## src/rtl/simeck_enc_sequencer.sv

```systemverilog
// Load/round/save sequencer feeding the Simeck encryptor datapath.
// Optional macro SIMECK_SEQ_BACKPRESSURE_EN: DONE waits for done_ready instead of pulsing.
module simeck_enc_sequencer #(
  parameter int DATAW    = 16,
  parameter int ROUNDS   = 32,
  parameter int KEYWORDS = 4
) (
  input  logic                         clk,
  input  logic                         reset,
  input  logic                         start_valid,
  output logic                         start_ready,
  input  logic [2*DATAW-1:0]           plaintext,
  input  logic [KEYWORDS*DATAW-1:0]    key_in,
  output logic [DATAW-1:0]             data,
  output logic [DATAW-1:0]             key,
  output logic                         dctr,
  output logic                         kctr,
  output logic                         lfsrset,
  output logic                         shiftregReset,
  output logic                         save,
  output logic                         done_valid,
  input  logic                         done_ready,
  output logic [$clog2(ROUNDS+1)-1:0]  round
);

  localparam int MAXC = (KEYWORDS > ROUNDS) ? KEYWORDS - 1 : ROUNDS - 1;
  localparam int CW   = (MAXC < 1) ? 1 : $clog2(MAXC + 1);
  localparam int RW   = $clog2(ROUNDS + 1);
  localparam logic [CW-1:0] CNT_MAX   = CW'(MAXC);
  localparam logic [CW-1:0] LOAD_LAST = CW'(KEYWORDS - 1);
  localparam logic [CW-1:0] RUN_LAST  = CW'(ROUNDS - 1);

  typedef enum logic [2:0] {S_IDLE, S_LOAD, S_RUN, S_SAVE, S_DONE} state_t;

  state_t                      state_q, state_d;
  logic [CW-1:0]               cnt_q, cnt_d, cnt_inc;
  logic [2*DATAW-1:0]          pt_q, pt_d;
  logic [KEYWORDS*DATAW-1:0]   key_q, key_d;
  logic                        save_q, save_d;

  always_ff @(posedge clk) begin
    if (!reset) begin
      state_q <= S_IDLE;
      cnt_q   <= '0;
      pt_q    <= '0;
      key_q   <= '0;
      save_q  <= 1'b0;
    end else begin
      state_q <= state_d;
      cnt_q   <= cnt_d;
      pt_q    <= pt_d;
      key_q   <= key_d;
      save_q  <= save_d;
    end
  end

  always_comb begin
    state_d = state_q;
    cnt_inc = (cnt_q == CNT_MAX) ? cnt_q : cnt_q + 1'b1;
    cnt_d   = cnt_inc;
    pt_d    = pt_q;
    key_d   = key_q;
    case (state_q)
      S_IDLE: begin
        cnt_d = '0;
        if (start_valid) begin
          state_d = S_LOAD;
          pt_d    = plaintext;
          key_d   = key_in;
        end
      end
      S_LOAD: begin
        if (cnt_q == LOAD_LAST) begin
          state_d = S_RUN;
          cnt_d   = '0;
        end
      end
      S_RUN: begin
        if (cnt_q == RUN_LAST) begin
          state_d = S_SAVE;
          cnt_d   = '0;
        end
      end
      S_SAVE: begin
        state_d = S_DONE;
        cnt_d   = '0;
      end
      S_DONE: begin
        cnt_d = '0;
`ifdef SIMECK_SEQ_BACKPRESSURE_EN
        if (done_ready) state_d = S_IDLE;
`else
        state_d = S_IDLE;
`endif
      end
      default: begin
        state_d = S_IDLE;
        cnt_d   = '0;
      end
    endcase
    // save comes from its own flop so the datapath sees a glitch-free edge
    save_d = (state_d == S_SAVE);
  end

  always_comb begin
    start_ready   = 1'b0;
    shiftregReset = 1'b0;
    lfsrset       = 1'b0;
    dctr          = 1'b0;
    kctr          = 1'b0;
    done_valid    = 1'b0;
    data          = '0;
    key           = '0;
    round         = '0;
    case (state_q)
      S_IDLE: begin
        start_ready   = 1'b1;
        shiftregReset = 1'b1;
      end
      S_LOAD: begin
        lfsrset = 1'b1;
        if (cnt_q == '0)            data = pt_q[2*DATAW-1:DATAW];
        else if (cnt_q == CW'(1))   data = pt_q[DATAW-1:0];
        for (int k = 0; k < KEYWORDS; k++)
          if (cnt_q == CW'(k)) key = key_q[k*DATAW +: DATAW];
      end
      S_RUN: begin
        dctr  = 1'b1;
        kctr  = 1'b1;
        round = RW'(cnt_q);
      end
      S_SAVE: begin
        dctr = 1'b1;
        kctr = 1'b1;
      end
      S_DONE: done_valid = 1'b1;
      default: ;
    endcase
  end

  assign save = save_q;

endmodule
```

## config.mk

```make
export PLATFORM = sky130hd
export DESIGN_NAME = simeck_enc_sequencer
export DESIGN_NICKNAME = d
export VERILOG_FILES = /design/src/rtl/simeck_enc_sequencer.sv
export SDC_FILE = /design/constraint.sdc
export NUM_CORES = 1
export LEC_CHECK = 0
export BUFFER_PORTS_ARGS = -buffer_cell sky130_fd_sc_hd__buf_4
export CORE_MARGIN = 1.5
export CORE_UTILIZATION = 52
export CTS_CLUSTER_DIAMETER = 50
export CTS_CLUSTER_SIZE = 40
export DETAILED_ROUTE_END_ITERATION = 8
export PLACE_DENSITY_LB_ADDON = 0.05
export SYNTH_ARGS = -nofsm -noshare
export SYNTH_HDL_FRONTEND = slang
export SYNTH_SLANG_ARGS = --single-unit
```

## constraint.sdc

```tcl
create_clock -name clk -period 2.7 [get_ports clk]
set_input_delay 0.135 -clock clk [delete_from_list [all_inputs] [get_ports clk]]
set_output_delay 0.135 -clock clk [all_outputs]
set_load 0.01 [all_outputs]
```

==> results of run 1 <==
## area by class of cell
class,count,area (µm²),area share [%]
tap,129,161.4,2.525
multi-input combinational,532,2655,41.53
timing repair buffer,164,1271,19.89
clock inverter,5,38.79,0.6068
sequential,105,2102,32.88
inverter,6,22.52,0.3523
clock buffer,11,141.4,2.212
## cell usage in the layout, fill, tap and decap left out, drive strengths merged, types with 3 or more instances in the layout
cell,n
inv,8
a21boi,98
a21oi,49
clkbuf,11
buf,153
dfxtp,105
ha,7
nor2,67
nor3b,3
nand2,247
and2,10
dlygate4sd3,11
o21ai,35
## timing repair
action / in CTS / in global routing
hold buffers: 10 / 1
hold endpoints to repair: 10 / 1
setup endpoints to repair: 0 / 0
## critical path, cell delays in order (launching register included)
cell     delay (ns)
dfxtp_1        0.36
or3_1          0.69
nor2_4         0.44
a21oi_1        0.12
nor2_1         0.20
buf_4          0.16
## layer usage
metal | GRT usage, % | wire (µm) | up-vias | part of all wire (%)
met4 | 7.798 | 216 | 0 | 1.6
met1 | 32.60 | 5730 | 2183 | 43
li1 | - | - | 2482 | -
met2 | 44.67 | 6712 | 149 | 50
met5 | 0 | 0 | - | 0
met3 | 6.361 | 724 | 18 | 5.4
## how the worst max path moves through the flow
stage,start,end,slack [ns],depth (start not counted)
6_report,cnt_q[4]$_SDFF_PN0_,key[3],0.20,5
5_1_grt,cnt_q[0]$_SDFF_PN0_,key[3],0.11,6
4_1_cts,cnt_q[4]$_SDFF_PN0_,key[3],0.21,5
3_5_place_dp,cnt_q[4]$_SDFF_PN0_,key[3],0.64,5
3_3_place_gp,cnt_q[4]$_SDFF_PN0_,key[3],0.73,5
2_1_floorplan,cnt_q[1]$_SDFF_PN0_,cnt_q[0]$_SDFF_PN0_,0.52,10
## registers in the layout (all words and copies together) (netlist names)
register,flops
key_q,64
cnt_q,5
state_q,3
pt_q,32
save,1
## cell families after synthesis
logic type                 count (synthesis)
adders and majority gates                  7
other                                      1
buffers and inverters                     65
xor gates and xnor gates                   3
AOI/OAI and AO/OA                        183
DFF                                      105
and+or+nand+nor                          337
muxes                                      1
## power groups by stage
stage          sequential (mW)  combinational (mW)  clock, mW
2_1_floorplan             1.71               0.305          0
3_3_place_gp              1.72               0.500          0
3_5_place_dp              1.72               0.510          0
4_1_cts                   1.69               0.522      0.942
5_1_grt                   1.70               0.582       1.00
6_report                  1.69               0.523      0.925
## stage by stage
| stage | instances | cell area, µm² |
|---|---|---|
| final | 952 | 6392 |
| after global routing | 952 | 6392 |
| after CTS | 951 | 6382 |
| after detailed placement | 925 | 6102 |
| after global placement | 925 | 6102 |
| after floorplan | 702 | 5081 |
==> summary.txt, run 1 <==
Finish
  • Area grow syn2layout: 25.81%
  • Final core utilization: 68.21%
  • # diodes: 0
  • Fillers: 867
  • Layout cells sized above 1: 21.75%
  • Nets@finish: 925

Critical path
  • Crit-path max FO: 18
  • Setup crit start kind: flop
  • FF-to-FF path depth: 5
  • Worst setup path class: flop to primary output
  • CP Capture Type: primary output
  • Worst R2R Start: state_q[0]$_SDFF_PN0_
  • Reg2reg setup slack: 0.82 ns
  • CP arrival: 2.36 ns
  • Reg-to-reg endpoint: key_q[23]$_SDFFE_PN0P_
  • WP data required: 2.57 ns

Synthesis
  • Mux cell area share after synthesis: 0.1970%
  • Gate count of the mapped netlist: 702
  • Post-Synthesis Net Count: 809
  • Adder-cell share of the synthesized area: 1.724%
  • Count leader, synth: nand2_1
  • Most common library cells after synthesis: nand2_1, dfxtp_1, a21boi_0, nor2_1, a21oi_1
  • Mapped cell area: 0.005081 mm²
  • Synth Area in XOR/XNOR: 0.5171%
  • Synth area leader: dfxtp_1
  • Dominant synthesized flop cell: dfxtp_1
  • Seq/Total Area, Yosys: 41.37%
  • Synth Area in Compound Gates: 22.95%
  • Flops & latches, synth: 105
  • Top cell type's share of synthesized area: 41.37%
  • Number of synthesized flops with an enable pin: 0
  • Ys Warns: 0
  • Fraction of registers with async set/reset: 0%
  • Top post-synthesis cells by area: dfxtp_1, nand2_1, a21boi_0
  • Synth Area in Simple Gates: 26.69%
  • Synthesized area per cell: 7.238 µm²
  • Distinct cells, synth: 36
  • Combinational family with the most area after synthesis: simple AND/OR/NAND/NOR gates

Power
  • Pwr per Cell Area: 490.9 mW/mm²
  • Cell Int Power: 2.254 mW
  • Combinational share of power: 16.7%
  • P_leak: 2.652 nW
  • Sw frac: 28.16%
  • Register share of total power: 53.8%
  • Maximum VDD drop: 0.3116 mV
  • Post-layout power: 3.138 mW
  • Switch Pwr: 0.8836 mW
  • Proportion of power drawn by the clock network: 29.5%

CTS
  • CTS tree: done
  • Total CTS buffers: 9
  • Setup repair bufs after CTS: 0
  • # resized after CTS: 0
  • Clock Tree Buf Depth: 2
  • Clk sinks: 105
  • Root buf cell: clkbuf_8
  • Htree depth: 3
  • Worst-Skew Late Latency: 0.37 ns
  • Reg clk slew, reported paths: 0.10 ns

Timing
  • Final Hold Viols: 0
  • Rel. slew slack: 43.17%
  • RSZ-0062 raised after global routing: no
  • Final worst-path setup slack: 0.2029 ns
  • Hold Slack: 0.005207 ns
  • Worst-Margin Slew: 0.8525 ns
  • Fmax: 400.5 MHz
  • Max Slew Vio Count: 0
  • Setup violators final: 0
  • Final cycle utilization of the critical path: 92.49%
  • Setup TNS Final: 0 ns
  • Post-Route Skew: 0.01403 ns
  • Final worst path period need: 2.497 ns

Drt
  • Drt total wl: 13380 µm
  • DR pass1 iterations: 6
  • 1st-iter DRT viols: 209
  • Via count: 4832
  • Residual DRC: 0
  • Wire per inst: 14.06 µm
  • Post-route ant nets: 0
  • Vias per inst: 5.076

Floorplanning
  • Initial Util: 54.22%
  • Die area: 0.01037 mm²
  • Die Ht: 101.9 µm
  • Row count: 35
  • Core area: 0.009371 mm²
  • Chip width: 101.9 µm
  • Top-level I/O count: 145

Worst hold path
  • Hold path startpoint: key_in[41]
  • Min-Delay Path Class: input port to flop
  • Hold EP: key_q[41]$_SDFFE_PN0P_
  • WHS Path Cells: 3

Placement
  • IO buf count: 142
  • GPL Wtd Cong: 0.9092
  • HPWL Detailed: 9090 µm
  • Worst slack, placed: 0.6445 ns

Global route
  • Initial antenna violation count: 0
  • Number of global-route vias before repair: 4513
  • Total GRT Usage: 26.05%
  • Largest net degree at the start of global routing: 105
  • First-pass GRT wire length: 21180 µm
  • Remaining Overflow, GRT: 0

Flow run
  • Max Cap Viol: 0

Outcome
  • Status: finished, final reports clean
Note: power is estimated with default switching activity, not from simulation.
==> inputs of run 2 (changes only) <==
CORE_MARGIN = default   (was 1.5)
==> run 2 against run 1 <==
Core utilization is 1.0 points lower. Count of clock-buffer cells in the layout rose by 1. First-iteration DRC count decreased by 18%. Combinational power decreased by 3.8%. Wire length down 4.6%. Cell area decreased by 1.5%. Largest cell class unchanged. Setup slack improved by 0.023 ns. Clock power increased by 6.1%. Fmax rose by 0.94%. Hold slack gained 0.011 ns. Highest routed layer unchanged.
==> summary.txt, run 2 (synthesis gave the netlist of run 1 again) <==
Finish
  • Layout cells sized above 1: 21.70% (-0.048 points)
  • Most flops, register: key_q
  • # diodes: 0 (unchanged)
  • Nets@finish: 913 (-1.3%)
  • Non-filler cells, final: 940 (-1.3%)
  • Largest register FFs: 64 (unchanged)
  • Regs by FF count: key_q (64), pt_q (32), cnt_q (5)
  • Commonest non-fill, non-tap cell in the layout: nand2_1
  • Area grow syn2layout: 23.89%
  • Final core utilization: 67.17% (-1.0 points)
  • Commonest non-fill, non-tap cells in the layout: nand2_1, buf_4, dfxtp_1, a21boi_0, nor2_1

Power
  • P_leak: 2.599 nW (-2.0%)
  • Maximum VDD drop: 0.3138 mV (+0.71%)
  • Pwr per Cell Area: 504.3 mW/mm² (+2.7%)

CTS
  • Total CTS buffers: 9 (unchanged)
  • Clk sinks: 105 (unchanged)
  • Clock Tree Buf Depth: 2 (unchanged)
  • CTS tree: done
  • Worst-Skew Late Latency: 0.35 ns (-0.02 ns)
  • Root buf cell: clkbuf_8
  • Htree depth: 3 (unchanged)
  • Setup repair bufs after CTS: 0 (unchanged)
  • Reg clk slew, reported paths: 0.09 ns (about the same)

Floorplanning
  • Chip width: 100.9 µm (-0.98%)
  • Row count: 35 (unchanged)
  • Initial Util: 54.22% (unchanged)
  • Core area: 0.009371 mm² (unchanged)
  • Top-level I/O count: 145 (unchanged)
  • Die Ht: 100.9 µm (-0.98%)
  • Die area: 0.01017 mm² (-2.0%)

Timing
  • Setup violators final: 0 (unchanged)
  • RSZ-0062 raised after global routing: no
  • Final worst-path setup slack: 0.2260 ns (+0.02313 ns)
  • Final cycle utilization of the critical path: 91.63% (-0.86 points)
  • Rel. slew slack: 34.38% (-8.8 points)
  • Worst-Margin Slew: 0.9843 ns (+0.1318 ns)
  • Fmax: 404.2 MHz (+0.94%)
  • Hold Slack: 0.01646 ns (+0.01126 ns)
  • Max Slew Vio Count: 0 (unchanged)
  • Post-Route Skew: 0.007978 ns (-0.006054 ns)
  • Final worst path period need: 2.474 ns (-0.02313 ns)
  • Setup TNS Final: 0 ns (unchanged)
  • Final Hold Viols: 0 (unchanged)

Placement
  • Inst Count DP: 923 (-0.22%)
  • GPL Wtd Cong: 0.9840 (+8.2%)
  • Worst slack, placed: 0.6203 ns (-0.02427 ns)
  • HPWL Detailed: 8553 µm (-5.9%)
  • IO buf count: 142 (unchanged)

Outcome
  • Status: finished, final reports clean

Drt
  • Via count: 4820 (-0.25%)
  • Wire per inst: 13.59 µm (-3.3%)
  • Residual DRC: 0 (unchanged)
  • DR pass1 iterations: 6 (unchanged)
  • Post-route ant nets: 0 (unchanged)
  • 1st-iter DRT viols: 171 (-18%)
  • Vias per inst: 5.128 (+1.0%)
  • Drt total wl: 12770 µm (-4.6%)

Global route
  • Remaining Overflow, GRT: 0 (unchanged)
  • Total GRT Usage: 25.46% (-0.60 points)
  • Number of global-route vias before repair: 4345 (-3.7%)
  • Initial antenna violation count: 0 (unchanged)
  • Largest net degree at the start of global routing: 105 (unchanged)
  • First-pass GRT wire length: 20420 µm (-3.6%)

Flow run
  • Max Cap Viol: 0 (unchanged)

Critical path
  • Worst setup path class: flop to primary output
  • WP data required: 2.57 ns (about the same)
  • Crit-path max FO: 17 (-1)
  • CP delay by family, top: adder cells
  • Setup crit start kind: flop
  • CP Capture Type: primary output
  • Worst path max stage delay: 0.60 ns (-0.09 ns)
  • CP arrival: 2.34 ns (-0.02 ns)
  • Critical-path cell list: inv_1 > ha_1 > nand2_1 > o21ai_0 > a21oi_1 > nor2_1 > buf_4
  • Crit path buffers/inverters: 2 (+1)
  • Crit path max-delay cell type: ha_1

Worst hold path
  • Min-Delay Path Class: input port to flop
run 2: timing repair:
action,CTS,global route
endpoints found under the hold margin,1,0
hold buffers,1,0
gates resized for setup,0,0
run 2: area by class of cell:
type                       instances  area, µm²
fill                             870       3077
multi-input combinational        532       2655
sequential                       105       2102
timing repair buffer             152       1156
tap                              129      161.4
clock buffer                      12      145.1
clock inverter                     4      52.55
inverter                           6      22.52
run 2: per-stage QoR:
| stage | power, mW | area [µm²] |
|---|---|---|
| floorplan | 2.017 | 5081 |
| global placement | 2.217 | 6087 |
| detailed placement | 2.229 | 6087 |
| CTS | 3.195 | 6295 |
| global route | 3.328 | 6295 |
| finish | 3.174 | 6295 |
run 2: power by group:
group,switching [mW],internal (mW),total [mW]
logic,0.272,0.232,0.503
registers,0.0484,1.64,1.69
clock network,0.526,0.456,0.981
total,0.846,2.33,3.17
run 2: path summary, 6_finish.rpt:
| path | startpoint | to | slack, ns | cells past startpoint |
|---|---|---|---|---|
| max | cnt_q[0]$_SDFF_PN0_ | key[1] | 0.23 | 7 |
| min | key_in[57] | key_q[57]$_SDFFE_PN0P_ | 0.02 | 3 |
| max reg2reg | cnt_q[1]$_SDFF_PN0_ | cnt_q[0]$_SDFF_PN0_ | 0.85 | 8 |
| min reg2reg | key_q[52]$_SDFFE_PN0P_ | key_q[52]$_SDFFE_PN0P_ | 0.45 | 2 |
run 2: routing by layer:
layer,share of wire (%),up-vias,track usage [%]
li1,-,2458,-
met1,42,2178,31.96
met2,48,158,41.83
met3,6.7,26,6.657
met4,2.9,0,9.810
met5,0,-,0
run 2: tightest hold or removal path: stages:
cell and delay (ns):
buf_4 0.11, nand2_1 0.05, a21boi_1 0.05
==> inputs of run 3 (changes only) <==
ABC_AREA = 1   (was default)
==> run 3 against run 2 <==
Synthesized cell count increased by 7.8%. Clock skew rose by 0.0064 ns. Global-route usage grew 3.3 points. Critical endpoint is now data[6]. Highest routed layer unchanged.
==> summary.txt, run 3 <==
Synthesis
  • Count leader, synth: nand2_1
  • Top cell type's share of synthesized area: 41.47% (+0.10 points)
  • Synthesized area per cell: 6.696 µm² (-7.5%)
  • Fraction of registers with async set/reset: 0% (unchanged)
  • Gate count of the mapped netlist: 757 (+7.8%)
  • Mapped cell area: 0.005069 mm² (-0.25%)
  • Ys Warns: 0 (unchanged)
  • Number of synthesized flops with an enable pin: 0 (unchanged)
  • Top post-synthesis cells by area: dfxtp_1, a21oi_1, nand2_1
  • Distinct cells, synth: 22 (-39%)
  • Flops & latches, synth: 105 (unchanged)
  • Synth area leader: dfxtp_1
  • Dominant synthesized flop cell: dfxtp_1
  • Most common library cells after synthesis: nand2_1, a21oi_1, nand3_1, dfxtp_1, inv_1
  • Post-Synthesis Net Count: 864 (+6.8%)
  • Seq/Total Area, Yosys: 41.47% (+0.10 points)

Timing
  • Fmax: 410.6 MHz (+1.6%)
  • Final cycle utilization of the critical path: 90.21% (-1.4 points)
  • Rel. slew slack: 45.05% (+11 points)
  • Final worst path period need: 2.436 ns (-0.03833 ns)
  • Setup TNS Final: 0 ns (unchanged)
  • Max Slew Vio Count: 0 (unchanged)
  • Setup violators final: 0 (unchanged)
  • Final Hold Viols: 0 (unchanged)
  • Post-Route Skew: 0.01440 ns (+0.006422 ns)
  • Final worst-path setup slack: 0.2644 ns (+0.03833 ns)
  • Worst-Margin Slew: 0.8243 ns (-0.1600 ns)
  • RSZ-0062 raised after global routing: no

Drt
  • Post-route ant nets: 0 (unchanged)
  • Residual DRC: 0 (unchanged)
  • DR pass1 iterations: 5 (-1)
  • Drt total wl: 14390 µm (+13%)
  • Via count: 5388 (+12%)
  • 1st-iter DRT viols: 248 (+45%)
  • Vias per inst: 5.410 (+5.5%)
  • Wire per inst: 14.45 µm (+6.4%)

Finish
  • Area grow syn2layout: 26.29%
  • Commonest non-fill, non-tap cell in the layout: nand2_1
  • Regs by FF count: key_q (64), pt_q (32), cnt_q (5)
  • Commonest non-fill, non-tap cells in the layout: nand2_1, buf_4, a21oi_1, nand3_1, dfxtp_1
  • Area of the multi-input gates: 0.002459 mm² (-7.4%)
  • Largest register FFs: 64 (unchanged)
  • Flip-flop and latch area: 0.002102 mm² (unchanged)
  • # diodes: 0 (unchanged)
  • Nets@finish: 969 (+6.1%)
  • Most flops, register: key_q
  • Non-filler cells, final: 996 (+6.0%)
  • Fillers: 825 (-5.2%)
  • Layout cells sized above 1: 20.65% (-1.1 points)

CTS
  • CTS tree: done
  • Reg clk slew, reported paths: 0.11 ns (+0.02 ns)
  • Worst-Skew Late Latency: 0.38 ns (+0.03 ns)
  • Htree depth: 3 (unchanged)
  • Clk sinks: 105 (unchanged)
  • Total CTS buffers: 9 (unchanged)
  • Cts hold-fix bufs: 0 (-1)
  • Clock Tree Buf Depth: 2 (unchanged)
  • Root buf cell: clkbuf_8

Critical path
  • Worst path max stage delay: 0.40 ns (-0.20 ns)
  • Reg2reg setup slack: 0.94 ns (+0.09 ns)
  • Critical-path cell list: inv_1 > ha_1 > inv_1 > nor2_1 > nand2_1 > buf_4 > o21ai_0 > a21oi_1 > buf_4
  • CP arrival: 2.30 ns (-0.04 ns)
  • Worst setup path class: flop to primary output
  • Crit-path max FO: 17 (unchanged)
  • Crit path max-delay cell type: dfxtp_1
  • Crit path buffers/inverters: 4 (+2)
  • CP delay by family, top: buffers and inverters
  • FF-to-FF path depth: 9 (+1)
  • Worst R2R Start: cnt_q[0]$_SDFF_PN0_
  • CP Capture Type: primary output
  • Setup crit start kind: flop
  • Reg-to-reg endpoint: cnt_q[0]$_SDFF_PN0_
  • WP data required: 2.57 ns (about the same)

Placement
  • GPL Wtd Cong: 0.8993 (-8.6%)
  • IO buf count: 142 (unchanged)
  • Worst slack, placed: 0.6113 ns (-0.008971 ns)
  • Inst Count DP: 980 (+6.2%)
  • HPWL Detailed: 9827 µm (+15%)

Global route
  • Total GRT Usage: 28.71% (+3.3 points)
  • Initial antenna violation count: 0 (unchanged)
  • First-pass GRT wire length: 23120 µm (+13%)
  • Remaining Overflow, GRT: 0 (unchanged)
  • Number of global-route vias before repair: 4920 (+13%)
  • Largest net degree at the start of global routing: 83 (-21%)

Outcome
  • Status: finished, final reports clean

Floorplanning
  • Top-level I/O count: 145 (unchanged)
  • Die Ht: 100.7 µm (-0.12%)
  • Row count: 35 (unchanged)
  • Core area: 0.009328 mm² (-0.47%)
  • Die area: 0.01015 mm² (-0.24%)
  • Initial Util: 54.34% (+0.12 points)
  • Chip width: 100.7 µm (-0.12%)

Worst hold path
  • Hold EP: pt_q[27]$_SDFFE_PN0P_
  • Min-Delay Path Class: input port to flop
  • WHS Path Cells: 3 (unchanged)
  • Hold path startpoint: plaintext[27]

Power
  • Maximum VDD drop: 0.3132 mV (-0.18%)
  • Pwr per Cell Area: 530.4 mW/mm² (+5.2%)
  • P_leak: 2.865 nW (+10%)

Flow run
  • Max Cap Viol: 0 (unchanged)
run 3: kinds of logic after synthesis:
group | synth area share, %
DFF | 41.47
adders and majority gates | 1.728
AOI/OAI and AO/OA | 18.34
xor gates and xnor gates | 0.1728
and+or+nand+nor | 27.89
buffers and inverters | 10.32
other | 0.07398
run 3: timing repair:
action / 4_1_cts / 5_1_grt
gates resized for setup: 0 / 1
endpoints found under the setup margin: 0 / 2
buffers inserted: 0 / 0
hold endpoints to repair: 0 / 0
run 3: layer usage:
metal,vias up,share of wire [%],GRT usage (%),routed length (µm)
li1,2686,-,-,-
met1,2437,42,37.11,6075
met2,241,47,48.16,6825
met3,24,8.2,5.340,1179
met4,0,2.2,9.810,313
met5,-,0,0,0
run 3: worst max-delay path by stage:
stage / start / endpoint / slack [ns] / depth (start not counted)
2_1_floorplan: cnt_q[1]$_SDFF_PN0_ / data[10] / 0.97 / 9
3_3_place_gp: cnt_q[3]$_SDFF_PN0_ / key[6] / 0.70 / 8
3_5_place_dp: cnt_q[3]$_SDFF_PN0_ / key[5] / 0.61 / 8
4_1_cts: cnt_q[3]$_SDFF_PN0_ / key[5] / 0.18 / 8
5_1_grt: cnt_q[0]$_SDFF_PN0_ / data[6] / 0.05 / 9
6_report: cnt_q[0]$_SDFF_PN0_ / data[6] / 0.26 / 9
run 3: report_power, final:
part	switching (mW)	internal, mW	leakage (nW)
Clock	0.597	0.544	0.118
Combinational	0.322	0.245	1.88
Sequential	0.0440	1.64	0.863
Total	0.963	2.43	2.86
run 3: through the flow:
step           hold WS [ns]  instance area, µm²  total power, mW  util (%)
5_1_grt            0.009080                6401            3.534     68.63
6_report            0.02276                6401            3.395     68.63
4_1_cts             0.01131                6399            3.412     68.60
3_5_place_dp         0.4266                6166            2.286     66.10
2_1_floorplan        0.2734                5069            2.038         -
3_3_place_gp         0.4159                6166            2.270     66.10
run 3: area by class of cell:
class                      instances  area share [%]
clock buffer                       9           1.935
clock inverter                     7           1.701
multi-input combinational        520           38.41
timing repair buffer             156           18.49
sequential                       105           32.84
inverter                          70           4.105
tap                              129           2.522
run 3: worst min-delay path, cell delays in order:
cell,delay (ns)
buf_4,0.11
nand3_1,0.07
a21oi_1,0.06
